<file path="src/rtl/irq_arbiter_if.sv">
`default_nettype none
// ============================================================================
// Module   : irq_arbiter_if
// Purpose  : Bundles the interrupt source lines, claim/complete handshake and
//            meip output of the IRQ arbiter.
// Revision : 1.0 - initial release
// ============================================================================
interface irq_arbiter_if #(
    parameter int NSRC   = 8,
    parameter int PRIO_W = 3,
    parameter int ID_W   = 4
);
    logic [NSRC-1:0]        irq_src;
    logic [NSRC-1:0]        src_enable;
    logic [NSRC*PRIO_W-1:0] src_prio;
    logic [PRIO_W-1:0]      threshold;
    logic                   claim_req;
    logic [ID_W-1:0]        claim_id;
    logic                   claim_valid;
    logic                   complete_req;
    logic [ID_W-1:0]        complete_id;
    logic                   meip;

    // Side that owns the interrupt lines and the trap handler strobes
    modport master (
        output irq_src, src_enable, src_prio, threshold,
        output claim_req, complete_req, complete_id,
        input  claim_id, claim_valid, meip
    );

    // Arbiter side
    modport slave (
        input  irq_src, src_enable, src_prio, threshold,
        input  claim_req, complete_req, complete_id,
        output claim_id, claim_valid, meip
    );
endinterface
`default_nettype wire

</file>
<file path="src/rtl/irq_arbiter.sv">
`default_nettype none
// ============================================================================
// Module   : irq_arbiter
// Purpose  : Per-source gateways (IDLE/PENDING/INFLIGHT) with a registered
//            highest-priority winner, claim/complete handshake and meip.
// Revision : 1.0 - initial release
// ============================================================================
module irq_arbiter #(
    parameter int NSRC   = 8,
    parameter int PRIO_W = 3,
    parameter int ID_W   = 4
) (
    input  logic         clk_i,
    input  logic         reset_i,
    irq_arbiter_if.slave bus
);

    typedef enum logic [1:0] {
        GW_IDLE     = 2'd0,
        GW_PENDING  = 2'd1,
        GW_INFLIGHT = 2'd2
    } gw_state_e;

    logic [ID_W-1:0] best_q;
    logic [ID_W-1:0] best_d;
    logic [ID_W-1:0] claim_id_q;
    logic            claim_valid_q;
    logic [NSRC-1:0] qual_w;

    // One gateway per source; index g serves source ID g+1
    generate
        for (genvar g = 0; g < NSRC; g++) begin : g_gw
            localparam logic [ID_W-1:0] SRC_ID = ID_W'(g + 1);

            gw_state_e         state_q;
            gw_state_e         state_d;
            logic              claim_take_w;
            logic              complete_hit_w;
            logic [PRIO_W-1:0] prio_w;

            assign prio_w         = bus.src_prio[g*PRIO_W +: PRIO_W];
            assign claim_take_w   = bus.claim_req && (best_q == SRC_ID);
            // ID 0 and IDs above NSRC can never equal SRC_ID, so they fall out here
            assign complete_hit_w = bus.complete_req && (bus.complete_id == SRC_ID);

            // A source being claimed on this edge is dropped from the next
            // arbitration so it is never handed out twice in a row.
            assign qual_w[g] = (state_q == GW_PENDING) && bus.src_enable[g] &&
                               (prio_w > bus.threshold) && !claim_take_w;

            // Gateway state register
            always_ff @(posedge clk_i or posedge reset_i) begin
                if (reset_i) begin
                    state_q <= GW_IDLE;
                end else begin
                    state_q <= state_d;
                end
            end

            // Gateway transitions: latch request, hand off on claim, release on complete
            always_comb begin
                state_d = state_q;
                case (state_q)
                    GW_IDLE:     if (bus.irq_src[g]) state_d = GW_PENDING;
                    GW_PENDING:  if (claim_take_w)   state_d = GW_INFLIGHT;
                    GW_INFLIGHT: if (complete_hit_w) state_d = GW_IDLE;
                    default:     state_d = GW_IDLE;
                endcase
            end
        end
    endgenerate

    // Winner search: strict compare while scanning upward keeps the lowest ID on ties
    always_comb begin
        logic [PRIO_W-1:0] best_prio;
        best_d    = '0;
        best_prio = '0;
        for (int i = 0; i < NSRC; i++) begin
            if (qual_w[i] && (bus.src_prio[i*PRIO_W +: PRIO_W] > best_prio)) begin
                best_prio = bus.src_prio[i*PRIO_W +: PRIO_W];
                best_d    = ID_W'(i + 1);
            end
        end
    end

    // Registered winner and claim response
    always_ff @(posedge clk_i or posedge reset_i) begin
        if (reset_i) begin
            best_q        <= '0;
            claim_id_q    <= '0;
            claim_valid_q <= 1'b0;
        end else begin
            best_q        <= best_d;
            claim_valid_q <= bus.claim_req;
            if (bus.claim_req) begin
                claim_id_q <= best_q;
            end
        end
    end

    assign bus.claim_id    = claim_id_q;
    assign bus.claim_valid = claim_valid_q;
    assign bus.meip        = (best_q != '0);

endmodule
`default_nettype wire

</file>
<file path="src/flat_wrapper.sv">
// flat-port wrapper written by rule: the top's interface ports become plain ports
module irq_arbiter_flat 
#(
    parameter int NSRC   = 8,
    parameter int PRIO_W = 3,
    parameter int ID_W   = 4
)
  (clk_i, reset_i, bus_irq_src, bus_src_enable, bus_src_prio, bus_threshold, bus_claim_req, bus_complete_req, bus_complete_id, bus_claim_id, bus_claim_valid, bus_meip);
  irq_arbiter_if #(.NSRC(NSRC), .PRIO_W(PRIO_W), .ID_W(ID_W)) bus_i ();
  input  logic clk_i;
  input  logic reset_i;
  input wire logic [$bits(bus_i.irq_src)-1:0] bus_irq_src;
  input wire logic [$bits(bus_i.src_enable)-1:0] bus_src_enable;
  input wire logic [$bits(bus_i.src_prio)-1:0] bus_src_prio;
  input wire logic [$bits(bus_i.threshold)-1:0] bus_threshold;
  input wire logic [$bits(bus_i.claim_req)-1:0] bus_claim_req;
  input wire logic [$bits(bus_i.complete_req)-1:0] bus_complete_req;
  input wire logic [$bits(bus_i.complete_id)-1:0] bus_complete_id;
  output wire logic [$bits(bus_i.claim_id)-1:0] bus_claim_id;
  output wire logic [$bits(bus_i.claim_valid)-1:0] bus_claim_valid;
  output wire logic [$bits(bus_i.meip)-1:0] bus_meip;
  assign bus_i.irq_src = bus_irq_src;
  assign bus_i.src_enable = bus_src_enable;
  assign bus_i.src_prio = bus_src_prio;
  assign bus_i.threshold = bus_threshold;
  assign bus_i.claim_req = bus_claim_req;
  assign bus_i.complete_req = bus_complete_req;
  assign bus_i.complete_id = bus_complete_id;
  assign bus_claim_id = bus_i.claim_id;
  assign bus_claim_valid = bus_i.claim_valid;
  assign bus_meip = bus_i.meip;
  irq_arbiter #(.NSRC(NSRC), .PRIO_W(PRIO_W), .ID_W(ID_W)) u_core (.clk_i(clk_i), .reset_i(reset_i), .bus(bus_i));
endmodule
</file>
<file path="config.mk">
export PLATFORM = sky130hd
export DESIGN_NAME = irq_arbiter_flat
export DESIGN_NICKNAME = d
export VERILOG_FILES = /design/src/rtl/irq_arbiter_if.sv /design/src/rtl/irq_arbiter.sv /design/src/flat_wrapper.sv
export SDC_FILE = /design/constraint.sdc
export NUM_CORES = 1
export LEC_CHECK = 0
export ABC_AREA = 1
export CAP_MARGIN = 20
export CORE_ASPECT_RATIO = 1.1
export CORE_MARGIN = 8
export CORE_UTILIZATION = 40
export DETAILED_ROUTE_END_ITERATION = 16
export DONT_BUFFER_PORTS = 1
export GPL_TIMING_DRIVEN = 0
export SLEW_MARGIN = 20
export SYNTH_ARGS = -nofsm -noshare
export SYNTH_HDL_FRONTEND = slang
export SYNTH_SLANG_ARGS = --single-unit
</file>
<file path="constraint.sdc">
create_clock -name clk_i -period 9.1 [get_ports clk_i]
set_clock_uncertainty 0.05 [all_clocks]
set_input_delay 1.82 -clock clk_i [delete_from_list [all_inputs] [get_ports clk_i]]
set_output_delay 1.82 -clock clk_i [all_outputs]
set_load 0.02 [all_outputs]
</file>
After elaboration in Yosys (flattened, before gate mapping)
Cells that the tools add are included.
Operators by class
  magnitude comparators: 16
  reduce and logical (&&, ||, !) cells: 73
  mux-type cells: 47
  equality and inequality tests: 56
Operators by type and width (count)
  2-to-1 mux 2 bit: 26
  logical AND 1 bit: 48
  case mux 2 bit (3 select lines): 8
  > comparator 3 bit: 15
  2-to-1 mux 3 bit: 11
  equality test 4 x 3 -> 1 bit (second input constant): 8
  inequality test 2 x 1 -> 1 bit (second input constant): 16
  AND reduction 3 bit: 8
  equality test 2 x 1 -> 1 bit (second input constant): 8
  equality test 2 bit (second input constant): 8
  equality test 4 x 2 -> 1 bit (second input constant): 4
  zero test 2 bit: 8
  inequality test 2 bit (second input constant): 8
  equality test 4 x 1 -> 1 bit (second input constant): 2
  equality test 4 bit (second input constant): 2
  zero test 1 bit: 8
  2-to-1 mux 4 bit: 1
  nonzero test 4 bit: 1
  > comparator 3 x 1 -> 1 bit (second input constant): 1
  2-to-1 mux 1 bit: 1
Storage, ports and cells
  input port bits: 51
  word-level logic and storage cells: 203
  output and inout port bits: 6
  flip-flop bits (word level): 25

Logic depth before layout (Yosys ltp)
  depth after elaboration: 27
  gate-level depth with buffers: 66
  gate-level depth less buffers: 66

Worst setup path after synthesis
OpenSTA, ideal clock, no wires.
  path type: input-to-reg
  start point: in bus_threshold[2]
  end point: reg u_core.best_q[1]
  stages: 60
  library setup time: 0.147 ns
  path buffers: 0
  data arrival time: 9.735 ns
  slack: -0.831 ns
  required time: 8.903 ns
  path through: inv_1 -> ha_1 -> nand3_1 -> nand2_1 -> nor2_1 -> nand2_2 -> nor2_2 -> nand2_1 -> ha_1 -> nand3_1 -> nand3_1 -> nor2_1 -> nand2_2 -> inv_1 -> nand2_1 -> and2_1 -> ha_1 -> nand2_1 -> [24 not listed] -> or2_2 -> nand2_1 -> nand3_2 -> nand2_4 -> nand4_1 -> and2_1 -> ha_1 -> nand2_1 -> o21ai_0 -> a311oi_1 -> nand2_1 -> or2_2 -> nand2_1 -> ha_1 -> nand3_1 -> nand3_1 -> nor4_1 -> a31oi_1
Between the ends
  longest elaborated chain between the ends: 26
  elaborated cells between the ends (all ways): 53
  those cells by class: 15 x order compare; 14 x mux; 24 x reduce/logical
Ends and longest elaborated chain
  start, declared: line flat_wrapper.sv:15  | input wire logic [$bits(bus_i.threshold)-1:0] bus_threshold;
  > comparator 3 bit: line irq_arbiter.sv:49  | (prio_w > bus.threshold) && !claim_take_w;
  logical AND 1 bit: line irq_arbiter.sv:48  | assign qual_w[g] = (state_q == GW_PENDING) && bus.src_enable[g] &&
  logical AND 1 bit: line irq_arbiter.sv:49
  logical AND 1 bit: line irq_arbiter.sv:79  | if (qual_w[i] && (bus.src_prio[i*PRIO_W +: PRIO_W] > best_prio)) begin
  2-to-1 mux 3 bit: line irq_arbiter.sv:79
  > comparator 3 bit: line irq_arbiter.sv:79
  logical AND 1 bit: line irq_arbiter.sv:79
  2-to-1 mux 3 bit: line irq_arbiter.sv:79
  [11 not listed]
  2-to-1 mux 3 bit: line irq_arbiter.sv:79
  > comparator 3 bit: line irq_arbiter.sv:79
  logical AND 1 bit: line irq_arbiter.sv:79
  2-to-1 mux 3 bit: line irq_arbiter.sv:79
  > comparator 3 bit: line irq_arbiter.sv:79
  logical AND 1 bit: line irq_arbiter.sv:79
  2-to-1 mux 4 bit (*): line irq_arbiter.sv:79
  via u_core.best_d[1]: line irq_arbiter.sv:25  | logic [ID_W-1:0] best_d;
  end signal, assigned: line irq_arbiter.sv:93  | best_q <= best_d;
  end, declared: line irq_arbiter.sv:24  | logic [ID_W-1:0] best_q;
The timed path passes the listed nets; every way through them passes the cells marked *.
A chain may end at the register's enable or synchronous reset.

Final worst setup path
  start point: in bus_threshold[2]
  end point: reg u_core.best_q[3]
Between the ends
  longest elaborated chain between the ends: 26
  elaborated cells between the ends (all ways): 47
  those cells by class: 15 x order compare; 8 x mux; 24 x reduce/logical
Ends and longest elaborated chain (line)
  > comparator 3 bit: irq_arbiter.sv:49
  logical AND 1 bit: irq_arbiter.sv:48
  logical AND 1 bit: irq_arbiter.sv:49
  logical AND 1 bit: irq_arbiter.sv:79
  2-to-1 mux 3 bit: irq_arbiter.sv:79
  > comparator 3 bit: irq_arbiter.sv:79
  logical AND 1 bit: irq_arbiter.sv:79
  2-to-1 mux 3 bit: irq_arbiter.sv:79
  [11 not listed]
  2-to-1 mux 3 bit: irq_arbiter.sv:79
  > comparator 3 bit: irq_arbiter.sv:79
  logical AND 1 bit: irq_arbiter.sv:79
  2-to-1 mux 3 bit: irq_arbiter.sv:79
  > comparator 3 bit: irq_arbiter.sv:79
  logical AND 1 bit (*): irq_arbiter.sv:79
  2-to-1 mux 4 bit (*): irq_arbiter.sv:79
  via u_core.best_d[3]: irq_arbiter.sv:25
Marks and branches as above.

==> results.md <==
* Status: complete, but fails checks
* Failing checks: negative setup slack
* Non-filler cells, final at approximately 470
* Family with the most delay on the worst path: simple AND/OR/NAND/NOR gates
* Pre-antenna DRT Iters at 4
* Vert. Die Dim at between 90 and 100 um
* Clk_lat worst skew at around 270 ps
* Die X at 91.90 um
* Yosys reg bits at 25
* Hold WC Path Type: flop to flop
* Leakage at approximately 1.6 nW
* Die Footprint at 9143 sq um
* Post-route ant nets at 0
* Period utilisation layout at 106.1%
* Setup CP Type: input pin to flop
* Clock period minus final worst setup slack at 9657 ps
* Initial antenna violation count at 0
* Vias in the first global route at 2328
* Syn nets at 445
* Pins over their slew limit at 0
* Remaining routing DRC violations at 0
* Syn Inst Count at between 300 and 400
* Final HPWL DP at around 5 mm
* Fin worst setup slack at -557.4 ps
* Global-route wire length before repair at approximately 11 mm
* Total power at about 0.62 mW
* Adder-cell share of the synthesized area at just over 20%
* Worst Setup End Kind: flop
* Root Driver: clkbuf_8
* Ys Warns at 0
* Area delta synth->final at 27.74%
* Leading area contributor after synthesis: dfrtp_1
* GP Congestion at 0.8226
* Clk buf depth at 2
* Post-synthesis compound-gate area fraction at approximately 12%
* TritonCTS Buffers at 3
* N_diodes at 0
* Synth Area in XOR/XNOR at 0%
* Worst path most repeated cell: nand2_2
* WP buf/inv at 15
* Post-Synthesis Cell Area at 2535 sq um
* Mean area per synthesized cell at just over 7 sq um
* Largest net degree at the start of global routing at 26
* Share of the synthesized area in the top cell type at 24.68%
* Library cells used by synthesis at 32
* Final nets at just under 500
* Maximum vdd drop at roughly 0.1 mV
* Worst path max stage delay at 380 ps
* Post-Synth Simple-Gate Area at a little over a third
* Critical path peak fanout at 6
* Critical path's slowest cell: nor4_4
* GR Util All Layers at between 10% and 20%
* Final core occ at between 50 and 60%
* Gr ovfl total at 0
* CTS tree: built
* WP data required at 9270 ps
* Register area share after synthesis at roughly 25%
* Commonest non-fill, non-tap cell in the layout: nand2_1
* Max-cap violation count at 0
* H-tree levels at 1
* Initial Utilization at between 40 and 50%
* Number of I/O pins at 57
* IO buf count at 0
* Most frequent cells in the layout: 63 x nand2_1, 41 x inv_1, 35 x nor2_1
* Slew HR at approximately 36%
* Worst slew pin tran at between 900 and 1000 ps
* Setup Viol. Count Final at 4
* Mux share of post-synthesis cell area at 0%
* Startpoint Class: input pin
* WL per Instance at about 15 um
* FMAX at 103.5 MHz
* DR vias/cell at about 5.2
* Initial drt markers at between 100 and 150
* Hold Vio Cnt, Final at 0
* Hold WS at roughly 460 ps
* Layout cells sized above 1 at around 32%
* Worst EP arrival at just under 10000 ps
* Standard-cell row count at 30
* Main combinational cell family by area after synthesis: simple AND/OR/NAND/NOR gates
* Via count at 2454
* Synth area leaders: dfrtp_1 25%, ha_1 20%, nand2_1 12%
* RSZ-0062 raised after global routing: true
* CTS Sinks at 25
* Clock-pin slew on the worst setup and hold paths at ~90 ps
* Core area at slightly above 6000 sq um
* Final wirelength at between 6 and 7 mm
* Pwr Density at between 150 and 200 nW/um^2
* Placed cells at 433
## logic make-up (layout without fill, tap and decap cells)
| logic type | after synthesis | in the layout |
|---|---|---|
| simple gates | 191 | 191 |
| compound gates | 48 | 48 |
| buf+inv | 48 | 83 |
| fa+ha+maj | 41 | 41 |
| flops | 25 | 25 |
## where the power goes
part / total, mW / switching [mW] / internal, mW
logic: 0.361 / 0.206 / 0.155
registers: 0.195 / 0.0391 / 0.156
clock network: 0.0660 / 0.0354 / 0.0306
## sequential cells by signal (all words and copies together), names as in the netlist
| name | flops |
|---|---|
| u_core.bus.claim_valid | 1 |
| u_core.g_gw.state_q | 16 |
| u_core.bus.claim_id | 4 |
| u_core.best_q | 4 |
## metrics by stage
step	area (sq um)	setup slack, ps	setup TNS [ps]
4_1_cts	3013	-511.7	-1933
3_3_place_gp	2695	-1275	-5005
6_report	3238	-557.4	-2158
3_5_place_dp	2695	-1329	-5192
2_1_floorplan	2595	-430.9	-1645
5_1_grt	3238	-1055	-4174
## layout make-up
type                            count  area, sq um
Tap cell                           80        100.1
Sequential cell                    25        625.6
Fill cell                         619         2918
Timing Repair Buffer               31        236.5
Inverter                           48        187.7
Clock buffer                        3        41.29
Clock inverter                      1        5.005
Multi-Input combinational cell    280         2042
## tightest hold or removal path: stages, from the launching register on
cell	delay [ps]
dfrtp_1	350
nor2_1	40
nand2_1	50
nand2_1	40
## final timing paths
| kind | from | to | slack, ps | cells after the start |
|---|---|---|---|---|
| worst min-delay path | u_core.g_gw[2].state_q[0] | u_core.g_gw[2].state_q[0] | 460 | 3 |
| worst max-delay path | bus_threshold[2] | u_core.best_q[3] | -560 | 66 |
| worst min register to register | u_core.g_gw[2].state_q[0] | u_core.g_gw[2].state_q[0] | 460 | 3 |
| worst max register to register | u_core.best_q[1] | u_core.best_q[3] | 790 | 64 |
| min in group asynchronous | reset_i | u_core.g_gw[0].state_q[0] | 1610 | 1 |
| max in group asynchronous | reset_i | u_core.bus.claim_valid | 6810 | 1 |
## per-layer routing
layer / vias to the layer above / GRT usage, % / wire length [um]
li1: 1258 / - / -
met1: 1138 / 17.22 / 3038
met2: 48 / 25.55 / 3475
met3: 10 / 2.336 / 283
met4: 0 / 3.474 / 91
met5: - / 0 / 0
## repair_timing
| action | CTS | global route |
|---|---|---|
| pin swaps | 31 | 45 |
| endpoints found under the setup margin | 4 | 4 |
| buffers inserted | 21 | 10 |
| hold buffers | 0 | 0 |
| gates resized for setup | 23 | 32 |
## synthesized netlist by cell type, drive strengths merged
cell type and number:
nand2 89, inv 48, nor2 48, ha 41, nand3 32, dfrtp 25
o21ai 15, a21oi 11, a211oi 7, or2 5, and2 4, nand3b 4
nor3 4, o211ai 4, a31oi 3, nand4 3, o311ai 3, a31o 2
nor4 2, a21o 1, a311oi 1, a41o 1
Power figures use the tool's default switching activity.
